File: src/rtl/cpu_types_pkg.sv
// Shared CPU datapath types, including the instruction cache frame and address views.
package cpu_types_pkg;

    typedef logic [31:0] word_t;

    localparam int ICACHE_SETS  = 16;
    localparam int ICACHE_IDX   = $clog2(ICACHE_SETS);
    localparam int ICACHE_TAG_W = 30 - ICACHE_IDX;

    typedef struct packed {
        logic                    valid;
        logic [ICACHE_TAG_W-1:0] tag;
        word_t                   data;
    } icache_frame_t;

    typedef struct packed {
        logic [ICACHE_TAG_W-1:0] tag;
        logic [ICACHE_IDX-1:0]   idx;
        logic [1:0]              bytoff;
    } icachef_t;

endpackage

File: src/rtl/icache.sv
// Direct-mapped one-word-block instruction cache with a blocking, non-abortable fill.
// Optional hit/miss counters are enabled by defining ICACHE_PERF_EN.
module icache
    import cpu_types_pkg::*;
#(
    parameter int SETS = ICACHE_SETS
) (
    input  logic  CLK,
    input  logic  RST,
    input  logic  imemREN,
    input  word_t imemaddr,
    output logic  ihit,
    output word_t imemload,
    output logic  iREN,
    output word_t iaddr,
    input  logic  iwait,
    input  word_t iload
`ifdef ICACHE_PERF_EN
    ,
    output word_t hit_count,
    output word_t miss_count
`endif
);

    localparam int IDX   = $clog2(SETS);
    localparam int TAG_W = 30 - IDX;

    localparam logic [0:0] IDLE  = 1'b0;
    localparam logic [0:0] FETCH = 1'b1;

    logic [0:0]       state_q, state_d;
    word_t            miss_addr_q, miss_addr_d;
    logic [SETS-1:0]  valid_q, valid_d;
    logic [TAG_W-1:0] tag_q  [SETS];
    logic [TAG_W-1:0] tag_d  [SETS];
    word_t            data_q [SETS];
    word_t            data_d [SETS];

    logic [IDX-1:0]   idx_s, fill_idx_s;
    logic [TAG_W-1:0] tag_s, fill_tag_s;
    logic             hit_s;
    logic             unused_imemaddr_s;

    assign unused_imemaddr_s = ^imemaddr[1:0];

    // Lookup and memory-side outputs; hits never depend on iwait/iload.
    always_comb begin
        idx_s      = imemaddr[IDX+1:2];
        tag_s      = imemaddr[31:IDX+2];
        fill_idx_s = miss_addr_q[IDX+1:2];
        fill_tag_s = miss_addr_q[31:IDX+2];
        hit_s      = (state_q == IDLE) && imemREN && valid_q[idx_s] && (tag_q[idx_s] == tag_s);
        ihit       = hit_s;
        imemload   = hit_s ? data_q[idx_s] : 32'h0000_0000;
        iREN       = (state_q == FETCH);
        iaddr      = (state_q == FETCH) ? miss_addr_q : 32'h0000_0000;
    end

    // Miss detection and fill sequencing.
    always_comb begin
        state_d     = state_q;
        miss_addr_d = miss_addr_q;
        valid_d     = valid_q;
        tag_d       = tag_q;
        data_d      = data_q;
        case (state_q)
            IDLE: begin
                if (imemREN && !hit_s) begin
                    miss_addr_d = {imemaddr[31:2], 2'b00};
                    state_d     = FETCH;
                end else begin
                    state_d     = IDLE;
                end
            end
            FETCH: begin
                if (!iwait) begin
                    valid_d[fill_idx_s] = 1'b1;
                    tag_d[fill_idx_s]   = fill_tag_s;
                    data_d[fill_idx_s]  = iload;
                    state_d             = IDLE;
                end else begin
                    state_d             = FETCH;
                end
            end
            default: state_d = IDLE;
        endcase
    end

    // Control state; reset drops any fill in flight and invalidates every frame.
    always_ff @(posedge CLK) begin
        if (RST) begin
            state_q     <= IDLE;
            miss_addr_q <= 32'h0000_0000;
            valid_q     <= {SETS{1'b0}};
        end else begin
            state_q     <= state_d;
            miss_addr_q <= miss_addr_d;
            valid_q     <= valid_d;
        end
    end

    // Tag and data storage, qualified by valid_q.
    always_ff @(posedge CLK) begin
        tag_q  <= tag_d;
        data_q <= data_d;
    end

`ifdef ICACHE_PERF_EN
    word_t hit_count_q, hit_count_d;
    word_t miss_count_q, miss_count_d;
    logic  miss_s;

    // Saturating hit/miss counters.
    always_comb begin
        miss_s = (state_q == IDLE) && imemREN && !hit_s;
        if (hit_s && (hit_count_q != 32'hFFFF_FFFF)) begin
            hit_count_d = hit_count_q + 32'd1;
        end else begin
            hit_count_d = hit_count_q;
        end
        if (miss_s && (miss_count_q != 32'hFFFF_FFFF)) begin
            miss_count_d = miss_count_q + 32'd1;
        end else begin
            miss_count_d = miss_count_q;
        end
    end

    // Counter registers.
    always_ff @(posedge CLK) begin
        if (RST) begin
            hit_count_q  <= 32'h0000_0000;
            miss_count_q <= 32'h0000_0000;
        end else begin
            hit_count_q  <= hit_count_d;
            miss_count_q <= miss_count_d;
        end
    end

    assign hit_count  = hit_count_q;
    assign miss_count = miss_count_q;
`endif

endmodule
File: config.mk
export PLATFORM = sky130hd
export DESIGN_NAME = icache
export DESIGN_NICKNAME = d
export VERILOG_FILES = /design/src/rtl/cpu_types_pkg.sv /design/src/rtl/icache.sv
export SDC_FILE = /design/constraint.sdc
export NUM_CORES = 1
export LEC_CHECK = 0
export BUFFER_PORTS_ARGS = -buffer_cell sky130_fd_sc_hd__buf_2
export CORE_MARGIN = 5
export CORE_UTILIZATION = 56
export DETAILED_ROUTE_END_ITERATION = 6
export PLACE_DENSITY = 0.76
export SYNTH_ARGS = -nofsm -noshare
export SYNTH_HDL_FRONTEND = slang
export SYNTH_SLANG_ARGS = --single-unit
export TNS_END_PERCENT = 5
File: constraint.sdc
create_clock -name CLK -period 5.7 [get_ports CLK]
set_clock_uncertainty 0.1 [all_clocks]
set_input_delay 0.285 -clock CLK [delete_from_list [all_inputs] [get_ports CLK]]
set_output_delay 0.285 -clock CLK [all_outputs]
set_load 0.02 [all_outputs]
==> flow_summary_export.csv <==
group,metric,value,unit
finish,final_util,64.7,%
synthesis,synth_fa_ha_area_share,0,%
cts,cts.sinks,975,
timing,whs,172,ps
synthesis,synth_top_family_by_area,"multiplexers",
synthesis,ys_seq_area_share,75.7,%
worst_hold_path,hold_depth,3,
placement,dp.cells,2710,
timing,clock.fmax,0.221,GHz
timing,post-route-period-util,79.5,%
timing,period_minus_slack,4530,ps
job,max-cap-violations,0,
grt,first_global_vias,19600,
worst_hold_path,hold_start,"imemREN",
timing,tightest_slew,1270,ps
synthesis,synthFlopType,"edfxtp_1",
timing,rsz0062_at_grt,"no",
placement,io_buffer_count,129,
power_and_ir_drop,p_per_area,342,nW/um^2
finish,nets,2061,
grt,grt_max_degree,78,
timing,setup_ws,1170,ps
synthesis,synth_edf_count,928,
floorplanning,die_x,271,um
drt,wl_per_cell,29.3,um
floorplanning,io_pins,134,
grt,track_usage,23.8,%
power_and_ir_drop,internal_power,11.8,mW
placement,post_dp_cell_area,39800,um^2
power_and_ir_drop,switching_share,20.7,%
power_and_ir_drop,pwr-share-seq,53.5,%
timing,slew_viol_final,0,
synthesis,yosys.area_share.simple,3.50,%
cts,root_buffer,"clkbuf_16",
placement,dpl.hpwl,44.2,mm
timing,max-slew-margin-rel,14.8,%
run_status,outcome,"complete, no violations",
power_and_ir_drop,vdd.ir_drop.worst,0.331,mV
drt,vias_per_cell,6.34,
cts,post_cts_resized,0,
setup_path,r2r_end,"iREN",
power_and_ir_drop,power.leakage,14.5,nW
cts,cts_buffer_depth,3,
setup_path,rr_worst_depth,11,
timing,tns,0,ps
finish,final-instance-count-excl-fill,2949,
setup_path,r2r-start,"tag_q[311]",
placement,routabilityCongestion,0.770,
drt,routed_wirelength,86.5,mm
floorplanning,die_area,73300,um^2
cts,path_clk_slew,60,ps
worst_hold_path,min_path_type,"in -> reg",
cts,worstSkewPairLatency,660,ps
drt,first_pass_iters,5,
setup_path,critPathSlowestCell,"a221oi_1",
power_and_ir_drop,pwr-share-comb,4.8,%
worst_hold_path,hold_end,"miss_addr_q[2]",
grt,grt_overflow,0,
synthesis,async_flop_share,0,%
finish,final_layout_size_suffix_gt1_share,28.4,%
synthesis,synth_warnings,0,
floorplanning,num_rows,95,
synthesis,synth_seq_cells,975,
grt,grt_pass1_wl,129,mm
setup_path,crit_type,"in -> out",
finish,area_growth,14.4,%
drt,drtIter0Drc,2214,
drt,vias,18700,
drt,drc,0,
finish,fillers,4283,
finish,final_area,43500,um^2
timing,hold_viol_final,0,
setup_path,critical-path-top-delay-family,"simple AND/OR/NAND/NOR gates",
power_and_ir_drop,power.switching,3.08,mW
synthesis,postSynthAreaPerCell,21.7,um^2
setup_path,cp_max_fo,68,
placement,post-place-ws,1180,ps
grt,antenna_found_initial,6,
power_and_ir_drop,power,14.9,mW
power_and_ir_drop,clock_power_share,41.7,%
synthesis,netlist_instances,1758,
setup_path,arrival,4150,ps
timing,finalSetupViolations,0,
cts,htreeDepth,3,
synthesis,muxShareOfSynthArea,17.4,%
cts,cts_made_buffers,94,
setup_path,critPathBufInv,3,
floorplanning,die_y,271,um
setup_path,critPathMaxStageDelay,640,ps
synthesis,synth_xor_xnor_area_share,0.644,%
setup_path,crit_required,5320,ps
floorplanning,core,67300,um^2
synthesis,syn_area,38100,um^2
synthesis,synth-compound-area-share,1.37,%
finish,regArea,28800,um^2
drt,ant_nets,0,
cts,tritoncts,"built",
synthesis,ys_types,59,
setup_path,reg2reg_slack,1920,ps
setup_path,endpoint_kind,"output pin",
setup_path,crit_chain,"buf_6 > nor2b_1 > a221oi_1 > a221o_1 > nand4_1 > a2111oi_0 > and4_1 > nand4_2 > buf_4 > and2b_1 > buf_2",
setup_path,start_kind,"input port",
floorplanning,initial_core_util,56.6,%
finish,multi_input_area,8840,um^2
## Yosys cell counts (2+ instances only)
cell type	count	area, um^2
xnor2_1	10	87.6
clkbuf_1	41	154
a32oi_1	3	26.3
buf_6	9	101
and2b_1	3	22.5
nand3b_1	4	30.0
nand4_1	3	18.8
a22oi_1	5	37.5
a311oi_1	2	17.5
dfxtp_1	47	941
a31oi_1	2	12.5
a221oi_1	10	87.6
mux2i_1	92	921
nand2b_1	66	413
buf_2	33	165
buf_4	8	60.1
edfxtp_1	928	27900
a21o_1	2	15.0
a22o_1	3	26.3
mux4_2	252	5680
and3_1	2	12.5
a21oi_1	6	30.0
nand2_1	13	48.8
mux2_2	2	22.5
a221o_1	10	100
inv_1	9	33.8
buf_1	4	15.0
xor2_1	18	158
a2111oi_0	3	26.3
nor2b_1	36	225
o22ai_1	4	25.0
nor2_1	57	214
nor3_1	4	20.0
a211oi_1	2	15.0
nor4_1	2	12.5
o21ai_0	6	30.0
nand3_1	4	20.0
and2_1	32	200
## layout by cell type (no fill, tap or decap), types with 32 or more instances in the layout
cell	count
edfxtp_1	928
buf_2	126
mux2i_1	92
nand2b_1	66
and2_1	32
clkbuf_16	97
dfxtp_1	47
mux4_2	252
dlygate4sd3_1	60
nor2b_1	36
nor2_1	45
buf_4	41
## power groups by stage
| stage | clock (mW) | combinational (mW) | sequential [mW] |
|---|---|---|---|
| after floorplan | 0 | 0.458 | 8.09 |
| after global placement | 0 | 0.660 | 8.11 |
| after detailed placement | 0 | 0.676 | 8.11 |
| after CTS | 6.28 | 0.717 | 7.96 |
| after global routing | 6.62 | 0.763 | 7.97 |
| final | 6.21 | 0.713 | 7.96 |
## worst register-to-register path, cell delays in order (launching register included)
cell and delay [ps]:
edfxtp_1 370, mux4_2 480, xor2_1 190, a22oi_1 210, o311ai_0 160, a2111oi_0 500, and4_1 340, nand4_2 160
buf_4 330, nand3b_1 160, a21oi_1 70, dlygate4sd3_1 590
## sequential cells by signal, indices dropped and copies added, names as in the netlist
name and cells:
valid_q 16, miss_addr_q 30, tag_q 416, iREN 1, data_q 512
## metal layers
layer	global-route usage [%]	part of all wire, %	wire (um)
met5	0	0.015	13
met4	6.71	2.7	2320
met3	4.60	8.2	7090
met1	32.5	38	32700
met2	39.8	51	44400
## how the worst max path moves through the flow
stage                              end         from  slack (ps)  depth (start not counted)
after CTS                  imemload[2]  imemaddr[4]        1180                         12
final                      imemload[2]  imemaddr[4]        1170                         11
after global placement     imemload[2]  imemaddr[4]        1260                         12
after global routing      imemload[20]  imemaddr[4]        1060                         11
after detailed placement   imemload[2]  imemaddr[4]        1180                         12
after floorplan            data_q[100]         iREN          20                          3
## area by class of cell
type	instances	area share, %
Clock buffer	119	5.86
Sequential cell	975	66.2
Antenna cell	6	0.0345
Inverter	10	0.0891
Clock inverter	54	1.26
Multi-Input combinational cell	678	20.3
Tap cell	873	2.51
Timing Repair Buffer	234	3.81
## timing repair
action,in CTS,in global routing
endpoints found under the hold margin,539,0
buffers inserted,0,0
hold buffers,60,0
setup endpoints to repair,0,0
## cells by family (layout without fill, tap and decap cells)
family | count (synthesis) | in the layout
other cells | 1 | 8
buf+inv | 106 | 417
mux | 346 | 346
simple gates | 236 | 236
flops | 975 | 975
xor+xnor | 28 | 28
compound gates | 66 | 66
No activity file was read; power rests on OpenSTA's default activity.
